==> src/rtl/phase_marker_emitter.sv <==
// phase_marker_emitter: queues phase events and emits encoded `slti x0, x0, code` marker
// words, each optionally followed by filler NOPs, into a valid/ready instruction sink.
module phase_marker_emitter #(
    parameter int          FIFO_DEPTH = 4,
    parameter int          PAD_NOPS   = 2,
    parameter logic [31:0] NOP_INST   = 32'h00000013
) (
    input  logic        clock,
    input  logic        reset,
    input  logic        req_valid,
    output logic        req_ready,
    input  logic [2:0]  req_phase,
    input  logic        req_end,
    output logic        out_valid,
    input  logic        out_ready,
    output logic [31:0] out_inst,
    output logic        out_is_marker,
    output logic        halted,
    output logic        seq_error,
    output logic [15:0] emitted_count
);
    localparam int AW = $clog2(FIFO_DEPTH);

    typedef enum logic [1:0] {IDLE, EMIT, PAD, HALT} state_t;

    state_t      state;
    logic [3:0]  mem [FIFO_DEPTH];
    logic [AW:0] wr_ptr, rd_ptr;
    logic [3:0]  pad_cnt, req_code, head;
    logic [6:0]  open_map;
    logic        exit_accepted, cur_exit, empty, full, accept, fire, pop, drained;

    function automatic logic [31:0] encode(input logic [3:0] code);
        return {8'd0, code, 5'd0, 3'b010, 5'd0, 7'h13};
    endfunction

    assign empty     = wr_ptr == rd_ptr;
    assign full      = (wr_ptr[AW] != rd_ptr[AW]) && (wr_ptr[AW-1:0] == rd_ptr[AW-1:0]);
    assign req_ready = !full && !exit_accepted;
    assign accept    = req_valid && req_ready;
    assign req_code  = (req_phase == 3'd7) ? 4'd14 : {req_phase, req_end};
    assign head      = mem[rd_ptr[AW-1:0]];
    assign fire      = out_valid && out_ready;
    // a marker together with all of its filler has just been consumed
    assign drained   = fire && ((state == EMIT && !cur_exit && PAD_NOPS == 0) ||
                                (state == PAD && pad_cnt == 4'd0));
    assign pop       = !empty && (state == IDLE || drained);
    assign halted    = state == HALT;

    always_ff @(posedge clock or posedge reset)
        if (reset) begin
            wr_ptr <= '0;
            rd_ptr <= '0;
        end else begin
            if (accept) wr_ptr <= wr_ptr + (AW+1)'(1);
            if (pop) rd_ptr <= rd_ptr + (AW+1)'(1);
        end

    always_ff @(posedge clock)
        if (accept) mem[wr_ptr[AW-1:0]] <= req_code;

    // ordering is judged at accept time; offending events are still queued
    always_ff @(posedge clock or posedge reset)
        if (reset) begin
            open_map      <= '0;
            seq_error     <= 1'b0;
            exit_accepted <= 1'b0;
        end else if (accept) begin
            if (req_phase == 3'd7) begin
                exit_accepted <= 1'b1;
                if (open_map != '0) seq_error <= 1'b1;
            end else begin
                if (open_map[req_phase] == !req_end) seq_error <= 1'b1;
                open_map[req_phase] <= !req_end;
            end
        end

    always_ff @(posedge clock or posedge reset)
        if (reset) begin
            state         <= IDLE;
            out_valid     <= 1'b0;
            out_inst      <= '0;
            out_is_marker <= 1'b0;
            cur_exit      <= 1'b0;
            pad_cnt       <= '0;
            emitted_count <= '0;
        end else begin
            if (fire && state == EMIT && emitted_count != 16'hFFFF)
                emitted_count <= emitted_count + 16'd1;
            if (pop) begin
                state         <= EMIT;
                out_valid     <= 1'b1;
                out_inst      <= encode(head);
                out_is_marker <= 1'b1;
                cur_exit      <= head == 4'd14;
            end else if (state == EMIT && fire && cur_exit) begin
                state         <= HALT;
                out_valid     <= 1'b0;
                out_is_marker <= 1'b0;
            end else if (state == EMIT && fire && PAD_NOPS > 0) begin
                state         <= PAD;
                out_inst      <= NOP_INST;
                out_is_marker <= 1'b0;
                pad_cnt       <= 4'(PAD_NOPS - 1);
            end else if (state == PAD && fire && pad_cnt != 4'd0) begin
                pad_cnt <= pad_cnt - 4'd1;
            end else if (drained) begin
                state         <= IDLE;
                out_valid     <= 1'b0;
                out_is_marker <= 1'b0;
            end
        end
endmodule

==> config.mk <==
export PLATFORM = sky130hd
export DESIGN_NAME = phase_marker_emitter
export DESIGN_NICKNAME = d
export VERILOG_FILES = /design/src/rtl/phase_marker_emitter.sv
export SDC_FILE = /design/constraint.sdc
export NUM_CORES = 1
export LEC_CHECK = 0
export BUFFER_PORTS_ARGS = -buffer_cell sky130_fd_sc_hd__clkbuf_2
export CAP_MARGIN = 20
export CORE_MARGIN = 5
export CORE_UTILIZATION = 60
export CTS_CLUSTER_SIZE = 14
export DETAILED_ROUTE_END_ITERATION = 7
export PLACE_DENSITY = 0.95
export SLEW_MARGIN = 5
export SYNTH_ARGS = -nofsm -noshare
export SYNTH_HDL_FRONTEND = slang
export SYNTH_SLANG_ARGS = --single-unit
==> constraint.sdc <==
create_clock -name clock -period 5.1 [get_ports clock]
set_clock_uncertainty 0.1 [all_clocks]
set_input_delay 0.765 -clock clock [delete_from_list [all_inputs] [get_ports clock]]
set_output_delay 0.765 -clock clock [all_outputs]
set_load 0.02 [all_outputs]
==> results of run 1 <==
-- synth_stat cells (9+ instances only) --
cell type and number:
mux2i_1 11, xor2_1 12, dfrtp_1 46, xnor2_1 10, buf_4 27, a31oi_1 9, nand2_1 23, edfxtp_1 16
inv_1 14, and2_1 9, a21oi_1 12
-- layout by cell type, fill, tap and decap left out, types with 10 or more instances in the layout --
cell type / Yosys / layout
a21oi_1: 12 / 12
clkbuf_2: 0 / 36
clkbuf_8: 0 / 11
conb_1: 1 / 24
dfrtp_1: 46 / 46
edfxtp_1: 16 / 16
inv_1: 14 / 13
mux2i_1: 11 / 11
nand2_1: 23 / 23
xnor2_1: 10 / 10
xor2_1: 12 / 12
-- metal layers --
| layer | GRT usage | share of wire |
|---|---|---|
| met1 | 0.225 | 0.41 |
| met5 | 0 | 0 |
| met3 | 0.0474 | 0.060 |
| met2 | 0.313 | 0.51 |
| met4 | 0.0789 | 0.018 |
-- registers in the layout (all words and copies together) (netlist names), 2 cells and up --
signal and cells:
wr_ptr 3, emitted_count 16, state 2, open_map 7
mem 16, out_inst 6, rd_ptr 3, pad_cnt 4
-- final timing paths --
check	end	slack (ns)	cells after the start
worst min-delay path	open_map[3]$_DFFE_PP0P_	0.19	2
worst max register to register	rd_ptr[1]$_DFFE_PP0P_	2.62	6
min in group clock	seq_error$_DFFE_PP0P_	0.38	1
worst max-delay path	rd_ptr[1]$_DFFE_PP0P_	2.62	6
worst min register to register	seq_error$_DFFE_PP0P_	0.38	1
max in group asynchronous	emitted_count[3]$_DFFE_PP0P_	4.27	3
-- worst max-delay path: cells and delay by family, from the launching register on --
family	cells	cell delay (ns)
and+or+nand+nor	2	0.89
AOI/OAI and AO/OA	1	0.20
buffers and inverters	1	0.11
DFF	1	0.40
muxes	1	0.44
adders and majority gates	1	0.22
-- metrics by stage --
stage / utilization / total power, mW / std cells
after floorplan: - / 1.27 / 316
after global placement: 0.646 / 1.38 / 382
after detailed placement: 0.648 / 1.42 / 383
after CTS: 0.681 / 1.81 / 399
after global routing: 0.685 / 1.93 / 400
final: 0.685 / 1.80 / 400
-- cell families (layout without fill, tap and decap cells) --
kind of cell / after synthesis / in the layout / synth area share
AO/OA/AOI/OAI: 43 / 43 / 0.0901
XOR/XNOR: 22 / 22 / 0.0590
adder cells (fa/ha/maj): 7 / 7 / 0.0268
buffers and inverters: 54 / 68 / 0.0951
flip-flops: 62 / 62 / 0.500
multiplexers: 18 / 18 / 0.0717
other: 1 / 24 / 0.00115
AND/OR/NAND/NOR: 86 / 86 / 0.156
-- cell type report --
type / instances / area (um^2) / share of cell area
Tap cell: 70 / 87.6 / 0.0246
Inverter: 14 / 52.6 / 0.0147
Clock buffer: 15 / 166 / 0.0467
Sequential cell: 62 / 1630 / 0.458
Multi-Input combinational cell: 200 / 1410 / 0.395
Clock inverter: 1 / 5.00 / 0.00140
Timing Repair Buffer: 38 / 211 / 0.0593
-- power groups by stage --
stage | clock network, mW | registers (mW) | logic (mW)
2_1_floorplan | 0 | 0.792 | 0.480
3_3_place_gp | 0 | 0.790 | 0.591
3_5_place_dp | 0 | 0.798 | 0.627
4_1_cts | 0.390 | 0.793 | 0.632
5_1_grt | 0.418 | 0.813 | 0.698
6_report | 0.381 | 0.794 | 0.628
==> summary.md, run 1 <==
| Metric | Value |
|---|---|
| Average cell area after synthesis | `11.1 um^2` |
| Final net count | `340` |
| Drc violations | `0` |
| Die H | `83.8 um` |
| I/O pin cnt | `61` |
| Chip width | `83.8 um` |
| Worst-case clock buffer depth | `2` |
| H-tree depth | `3` |
| Post-synthesis cell count | `293` |
| Number of hold buffers added after cts | `0` |
| Post-DR vias/cell | `5.64` |
| IO buf count | `36` |
| Worst slack, placed | `2.65 ns` |
| Worst Path Arrival | `2.60 ns` |
| GP Congestion | `0.924` |
| Worst skew pair latency | `0.34 ns` |
| Total core area | `0.00520 mm^2` |
| Share of cells above drive strength 1 | `0.194` |
| Cell taking the most area after synthesis | `dfrtp_1` |
| Initial DRT Pass Iterations | `4` |
| Critical path origin | `pad_cnt[0]$_DFFE_PP0P_` |
| EDFF count, synth | `16` |
| Global route total overflow | `0` |
| DR vias | `2,257` |
| Violation count after the first detailed-route iteration | `141` |
| Largest net degree at the start of global routing | `47` |
| Sum Neg Setup Slack | `0 ns` |
| Pint | `1.12 mW` |
| Sw power | `686 uW` |
| Sw Ratio | `0.381` |
| P per Cell Area | `506 mW/mm^2` |
| Leakage power | `1.66 nW` |
| Initial core utilization | `0.627` |
| Clock power frac | `0.211` |
| Synth Register Bits | `62` |
| # Max-Cap Violations | `0` |
| Most used DFF post-synth | `dfrtp_1` |
| Post-synth ARST share | `0.742` |
| HP Class | `in2async` |
| CTS sink count | `62` |
| Reg clk slew, reported paths | `0.06 ns` |
| Tcrit/Tclk final | `0.487` |
| First-pass GRT wire length | `10.6 mm` |
| Worst setup slack after layout | `2.62 ns` |
| Synth Cell Area | `0.00326 mm^2` |
| Outcome | `completed` |
| Worst path cell trace | `inv_1 -> ha_1 -> or3b_1 -> o21ai_2 -> nand3b_1 -> mux2_2` |
| N_diodes | `0` |
| Hold slack | `0.189 ns` |
| Post-CTS sizing | `0` |
| Comb power frac | `0.348` |
| Full die area | `0.00702 mm^2` |
| Seq/Total Area, Yosys | `0.500` |
| Worst Path Required | `5.22 ns` |
| R2r startpoint | `pad_cnt[0]$_DFFE_PP0P_` |
| Crit-path max FO | `12` |
| Critical path class | `reg2reg` |
| Area of placed instances | `0.00337 mm^2` |
| CTS root buffer | `clkbuf_8` |
| Endpoints failing hold | `0` |
| CTS tree | `yes` |
| Vias in the first global route | `2,246` |
| CP max stage cell | `nand3b_1` |
| Crit end category | `register` |
| Setup repair bufs after CTS | `0` |
| RSZ-0062 raised after global routing | `false` |
| Initial antenna violation count | `0` |
| Post-route cell area | `0.00356 mm^2` |
| CTS Buf Count | `9` |
| # fillers | `367` |
| Flop pwr share | `0.440` |
| Max rail drop VDD | `0.375 mV` |
| Max Fclk | `403 MHz` |
| Wirelength, routed | `6.15 mm` |
| Area delta synth->final | `9.16%` |
| Slowest stage delay, CP | `0.46 ns` |
| Max-slew violations | `0` |
| Min Clock Period, post-route | `2.48 ns` |
| Synth top area cells | `dfrtp_1 (35%), edfxtp_1 (15%), buf_4 (6.2%), mux2i_1 (3.4%), xor2_1 (3.2%)` |
| Routed Antenna Nets | `0` |
| Core Rows | `26` |
| Synth Warn # | `0` |
| WL/cell | `15.4 um` |
| Gr usage total | `0.186` |
| Worst-margin pin slew | `0.619 ns` |
| Detailed placer's ending HPWL | `4.27 mm` |
| Startpoint types | `register` |
| Unique masters post-synth | `52` |
| Setup violations, final | `0` |
| Post-synth top area share | `0.353` |
| Slew HR | `0.586` |
Note: power is estimated with default switching activity, not from simulation.
==> run 2, diff against run 1 <==
--- a/config.mk
+++ b/config.mk
@@ -8,10 +8,10 @@
 export BUFFER_PORTS_ARGS = -buffer_cell sky130_fd_sc_hd__clkbuf_2
 export CAP_MARGIN = 20
 export CORE_MARGIN = 5
-export CORE_UTILIZATION = 60
+export CORE_UTILIZATION = 50
 export CTS_CLUSTER_SIZE = 14
 export DETAILED_ROUTE_END_ITERATION = 7
-export PLACE_DENSITY = 0.95
+export PLACE_DENSITY = 0.88
 export SLEW_MARGIN = 5
 export SYNTH_ARGS = -nofsm -noshare
 export SYNTH_HDL_FRONTEND = slang
==> constraint.sdc (replaced) <==
create_clock -name clock -period 2.05 [get_ports clock]
set_clock_uncertainty 0.1 [all_clocks]
set_input_delay 0.3075 -clock clock [delete_from_list [all_inputs] [get_ports clock]]
set_output_delay 0.3075 -clock clock [all_outputs]
set_load 0.02 [all_outputs]
==> run 2 against run 1 <==
  * Clock-buffer cell count shrank 1
  * First-iteration DRC count is 18% lower
  * Worst hold slack improved by 0.046 ns
  * Maximum frequency rose by 27%
  * Critical path depth stayed put
  * Sequential power up 140%
  * Worst setup slack lost 2.5 ns
  * Die area up 18%
  * Core utilization down 9.8 points
  * Combinational power grew to 2.8 times the previous value
  * Wire length grew 4.5%
  * Total power increased to 2.7 times the previous value
  * Largest cell class unchanged
  * Largest power group unchanged
==> summary.md, run 2 (synthesis gave the netlist of run 1 again) <==
| Metric | Value |
|---|---|
| Outcome | `completed` |
| Worst setup slack after layout | `0.0901 ns` |
| GR met3 Demand/Resource | `0.0442` |
| Setup violations, final | `0` |
| Most frequent cells in the layout | `dfrtp_1 (46), clkbuf_2 (36), conb_1 (24)` |
| Chip width | `90.8 um` |
| Share of cells above drive strength 1 | `0.238` |
| Largest net degree at the start of global routing | `23` |
| Leading cell type in the layout, fill and taps excluded | `dfrtp_1` |
| P per Cell Area | `1310 mW/mm^2` |
| IO buf count | `36` |
| Buffers & Inverters on Critical Path | `1` |
| # Max-Cap Violations | `0` |
| Endpoints failing hold | `0` |
| HP Class | `in2reg` |
| Post-DR vias/cell | `5.53` |
| Sum Neg Setup Slack | `0 ns` |
| Worst-case clock buffer depth | `2` |
| Capturing point of the worst reg2reg path | `rd_ptr[1]$_DFFE_PP0P_` |
| Max-slew violations | `0` |
| R2r worst-path depth | `6` |
| Min Clock Period, post-route | `1.96 ns` |
| Initial core utilization | `0.514` |
| Slowest stage delay, CP | `0.41 ns` |
| Routed Antenna Nets | `0` |
| R2r startpoint | `pad_cnt[0]$_DFFE_PP0P_` |
| N_diodes | `0` |
| Multi-input logic area | `0.00143 mm^2` |
| Reg clk slew, reported paths | `0.06 ns` |
| Global route hottest layer | `met2` |
| Worst hold path startpoint | `out_ready` |
| Die H | `90.8 um` |
| Leakage power | `1.74 nW` |
| Post-route cell area | `0.00372 mm^2` |
| Worst path cell trace | `inv_2 -> ha_4 -> or3b_4 -> o21ai_4 -> nand3b_1 -> mux2_2` |
| Final net count | `351` |
| Gr usage total | `0.160` |
| Area of placed instances | `0.00344 mm^2` |
| Max rail drop VDD | `0.923 mV` |
| I/O pin cnt | `61` |
| Core Rows | `29` |
| Clock power frac | `0.243` |
| WL/cell | `15.4 um` |
| Register Area | `0.00163 mm^2` |
| Full die area | `0.00824 mm^2` |
| Max Fclk | `510 MHz` |
| Total core area | `0.00635 mm^2` |
| Violation count after the first detailed-route iteration | `115` |
| Worst Path Arrival | `2.08 ns` |
| Worst-margin pin slew | `0.505 ns` |
| CTS Buf Count | `9` |
| Worst slack, placed | `0.0228 ns` |
| Sw Ratio | `0.362` |
| Worst skew pair latency | `0.33 ns` |
| Startpoint types | `register` |
| H-tree depth | `3` |
| Sw power | `1.76 mW` |
| CTS tree | `yes` |
| Detailed placer's ending HPWL | `4.58 mm` |
| Critical path class | `reg2reg` |
| RSZ-0062 raised after global routing | `false` |
| Initial antenna violation count | `0` |
| Pint | `3.10 mW` |
| # fillers | `501` |
| First-pass GRT wire length | `10.8 mm` |
| Flop pwr share | `0.396` |
| Worst R2R Setup Slack | `0.09 ns` |
| M2 GR Usage | `0.274` |
| CP delay by family, top | `simple AND/OR/NAND/NOR gates` |
| DR vias | `2,313` |
| Tcrit/Tclk final | `0.956` |
| Critical path origin | `pad_cnt[0]$_DFFE_PP0P_` |
| Drc violations | `0` |
| Hold depth | `4` |
| CTS sink count | `62` |
| Crit end category | `register` |
| Global route total overflow | `0` |
| Initial DRT Pass Iterations | `4` |
| Comb power frac | `0.361` |
| Wirelength, routed | `6.42 mm` |
| # placed instances | `399` |
| Area delta synth->final | `14.0%` |
| CP max stage cell | `or3b_4` |
| Layout Cells excl Fill | `418` |
| GP Congestion | `0.885` |
| Slew HR | `0.663` |
| Vias in the first global route | `2,316` |
| CTS root buffer | `clkbuf_8` |
| Met1 usage | `0.189` |
| Worst Path Required | `2.17 ns` |
| Hold EP | `out_valid$_DFFE_PP0P_` |
| Crit-path max FO | `4` |
| Final core occ | `0.586` |
[run 2: changes by cell type in the layout (fill, tap and decap cells not counted), sizes merged]
cell         change
buf             +10
clkbuf           -1
dlygate4sd3      +1
bufinv           +1
[run 2: final cells by class]
class / count / area share
repair buffers: 49 / 0.0756
clock inverters: 2 / 0.00941
flip-flops and latches: 62 / 0.438
multi-input cells: 200 / 0.385
well taps: 77 / 0.0259
inverters: 14 / 0.0141
clock buffers: 14 / 0.0521
[run 2: what timing repair did]
item,4_1_cts,5_1_grt
hold endpoints to repair,20,0
setup buffers,0,1
gates resized for setup,0,7
hold buffers,1,0
setup endpoints to repair,0,11
[run 2: power by group through the flow]
stage,combinational (mW),sequential (mW),clock [mW]
finish,1.75,1.92,1.18
detailed placement,1.68,1.93,0
CTS,1.69,1.91,1.21
global route,1.94,1.97,1.28
global placement,1.60,1.92,0
floorplan,1.20,1.97,0
[run 2: worst max-delay path by stage]
stage,cells past startpoint,to
floorplan,7,rd_ptr[0]$_DFFE_PP0P_
global placement,7,cur_exit$_DFFE_PP0P_
detailed placement,7,cur_exit$_DFFE_PP0P_
CTS,7,cur_exit$_DFFE_PP0P_
global route,7,out_inst[22]$_DFFE_PP0P_
finish,6,rd_ptr[1]$_DFFE_PP0P_
[run 2: metal layers]
layer / routed length (um) / up-vias / share of wire
met3: 423 / 11 / 0.066
met4: 111 / 0 / 0.017
met1: 2580 / 1127 / 0.40
met2: 3310 / 86 / 0.51
li1: - / 1089 / -
met5: 0 / - / 0
[run 2: worst register-to-register path, stage by stage, from the launching register on]
cell	delay (ns)
dfrtp_1	0.40
inv_2	0.08
ha_4	0.14
or3b_4	0.41
o21ai_4	0.18
nand3b_1	0.21
mux2_2	0.33
[run 2: stage by stage]
step | hold slack, ns | power [mW]
floorplan | 0.360 | 3.17
global placement | 0.240 | 3.51
detailed placement | 0.246 | 3.61
CTS | 0.211 | 4.81
global route | 0.251 | 5.19
finish | 0.235 | 4.86
==> run 3, diff against run 2 <==
--- a/config.mk
+++ b/config.mk
@@ -7,11 +7,13 @@
 export LEC_CHECK = 0
 export BUFFER_PORTS_ARGS = -buffer_cell sky130_fd_sc_hd__clkbuf_2
 export CAP_MARGIN = 20
+export CORE_ASPECT_RATIO = 0.75
 export CORE_MARGIN = 5
 export CORE_UTILIZATION = 50
 export CTS_CLUSTER_SIZE = 14
 export DETAILED_ROUTE_END_ITERATION = 7
 export PLACE_DENSITY = 0.88
+export REMOVE_ABC_BUFFERS = 1
 export SLEW_MARGIN = 5
 export SYNTH_ARGS = -nofsm -noshare
 export SYNTH_HDL_FRONTEND = slang
==> run 3 against run 2 <==
  * Core utilization down 0.36 points
  * Non-clock buffer count is 2 lower
  * Cell count up 0.48%
  * Wire length increased by 4.3%
  * Clock-buffer cell count down 4
==> summary.md, run 3 (synthesis gave the netlist of run 1 again) <==
| Metric | Value |
|---|---|
| Outcome | `completed` |
| # fillers | `531` |
| Worst skew pair latency | `0.35 ns` |
| Share of cells above drive strength 1 | `0.230` |
| N_diodes | `0` |
| Initial DRT Pass Iterations | `4` |
| HP Class | `in2reg` |
| Hold depth | `4` |
| Detailed placer's ending HPWL | `4.80 mm` |
| Die H | `80.0 um` |
| Startpoint types | `register` |
| Most frequent cells in the layout | `dfrtp_1 (46), clkbuf_2 (36), conb_1 (24)` |
| Crit-path max FO | `11` |
| Worst hold path startpoint | `out_ready` |
| R2r worst-path depth | `7` |
| Leakage power | `1.72 nW` |
| Endpoints failing hold | `0` |
| Worst-case clock buffer depth | `2` |
| Gr usage total | `0.174` |
| Chip width | `103 um` |
| Slowest stage delay, CP | `0.42 ns` |
| Max rail drop VDD | `0.507 mV` |
| Worst Path Required | `2.18 ns` |
| First-pass GRT wire length | `10.9 mm` |
| I/O pin cnt | `61` |
| Capturing point of the worst reg2reg path | `rd_ptr[0]$_DFFE_PP0P_` |
| DR vias | `2,268` |
| # Max-Cap Violations | `0` |
| CTS root buffer | `clkbuf_8` |
| Leading cell type in the layout, fill and taps excluded | `dfrtp_1` |
| CP max stage cell | `or3b_4` |
| Worst-margin pin slew | `0.728 ns` |
| Worst R2R Setup Slack | `0.05 ns` |
| Worst path cell trace | `inv_1 -> ha_2 -> or3b_4 -> o21ai_4 -> nand3b_1 -> buf_6 -> xnor2_2` |
| Reg clk slew, reported paths | `0.07 ns` |
| CTS Buf Count | `9` |
| Final net count | `349` |
| R2r startpoint | `pad_cnt[0]$_DFFE_PP0P_` |
| Largest net degree at the start of global routing | `30` |
| Area delta synth->final | `12.8%` |
| Tcrit/Tclk final | `0.975` |
| WL/cell | `15.9 um` |
| Hold slack | `0.224 ns` |
| Initial antenna violation count | `0` |
| Total core area | `0.00632 mm^2` |
| CTS tree | `yes` |
| GP Congestion | `0.894` |
| Vias in the first global route | `2,153` |
| Post-DR vias/cell | `5.40` |
| Critical path class | `reg2reg` |
| Global route total overflow | `0` |
| Crit end category | `register` |
| Core Rows | `25` |
| Full die area | `0.00826 mm^2` |
| Routed Antenna Nets | `0` |
| Wirelength, routed | `6.69 mm` |
| Violation count after the first detailed-route iteration | `106` |
| Drc violations | `0` |
| Max-slew violations | `0` |
| Setup violations, final | `0` |
| H-tree depth | `3` |
| P per Cell Area | `1270 mW/mm^2` |
| Max Fclk | `500 MHz` |
| CTS sink count | `62` |
| Worst Path Arrival | `2.13 ns` |
| Min Clock Period, post-route | `2.00 ns` |
| Overall Power | `4.67 mW` |
| Initial core utilization | `0.517` |
| IO buf count | `36` |
| Slew HR | `0.512` |
| Hold EP | `out_valid$_DFFE_PP0P_` |
==> run 3: changes by cell type in the layout (fill, tap and decap cells not counted), sizes merged <==
| cell | before | now |
|---|---|---|
| clkinvlp | 0 | 1 |
| bufinv | 1 | 0 |
| clkinv | 1 | 6 |
| inv | 14 | 13 |
| clkbuf | 50 | 46 |
| buf | 12 | 10 |
==> run 3: layout make-up <==
class / count / area (um^2) / area share
clock buffer: 10 / 138 / 0.0374
clock inverter: 6 / 47.5 / 0.0129
inverter: 14 / 52.6 / 0.0143
multi-input combinational: 200 / 1430 / 0.388
sequential: 62 / 1630 / 0.443
tap: 81 / 101 / 0.0275
timing repair buffer: 47 / 282 / 0.0765
==> run 3: timing repair <==
| action | 4_1_cts | 5_1_grt |
|---|---|---|
| hold buffers | 1 | 0 |
| endpoints found under the hold margin | 17 | 0 |
| resized for setup | 0 | 5 |
| endpoints found under the setup margin | 0 | 8 |
| buffers inserted | 0 | 1 |
==> run 3: per-layer routing <==
layer  share of wire  vias up  track usage
met5               0        -            0
met4           0.014        0       0.0556
met3           0.063       11       0.0638
met2            0.47       70        0.245
met1            0.46     1111        0.247
li1                -     1076            -
==> run 3: worst max-delay path, delay by kind of cell, from the launching register on <==
kind                       cells  cell delay [ns]
xor gates and xnor gates       1             0.13
AOI/OAI and AO/OA              1             0.16
DFF                            1             0.41
and+or+nand+nor                2             0.55
buffers and inverters          2             0.32
adders and majority gates      1             0.22
==> run 3: stage by stage <==
step | cell area (um^2) | setup slack (ns) | cells | util | setup TNS, ns
after floorplan | 3090 | -0.177 | 276 | - | -2.60
after global placement | 3450 | 0.146 | 402 | 0.547 | 0
after detailed placement | 3450 | 0.0399 | 402 | 0.547 | 0
after CTS | 3650 | 0.0297 | 419 | 0.578 | 0
after global routing | 3680 | -0.0493 | 420 | 0.583 | -0.204
final | 3680 | 0.0510 | 420 | 0.583 | 0
==> run 3: worst max path at each step <==
stage                                           to  slack, ns              startpoint
after floorplan                mem[3][0]$_DFFE_PP_      -0.18   rd_ptr[0]$_DFFE_PP0P_
after global placement       rd_ptr[0]$_DFFE_PP0P_       0.15  pad_cnt[0]$_DFFE_PP0P_
after detailed placement  out_inst[23]$_DFFE_PP0P_       0.04  pad_cnt[0]$_DFFE_PP0P_
after CTS                 out_inst[23]$_DFFE_PP0P_       0.03  pad_cnt[0]$_DFFE_PP0P_
after global routing          cur_exit$_DFFE_PP0P_      -0.05  pad_cnt[0]$_DFFE_PP0P_
final                        rd_ptr[0]$_DFFE_PP0P_       0.05  pad_cnt[0]$_DFFE_PP0P_
==> run 3: report_power, final <==
part / internal (mW) / switching, mW
combinational: 0.753 / 1.01
sequential: 1.61 / 0.320
clock: 0.476 / 0.499
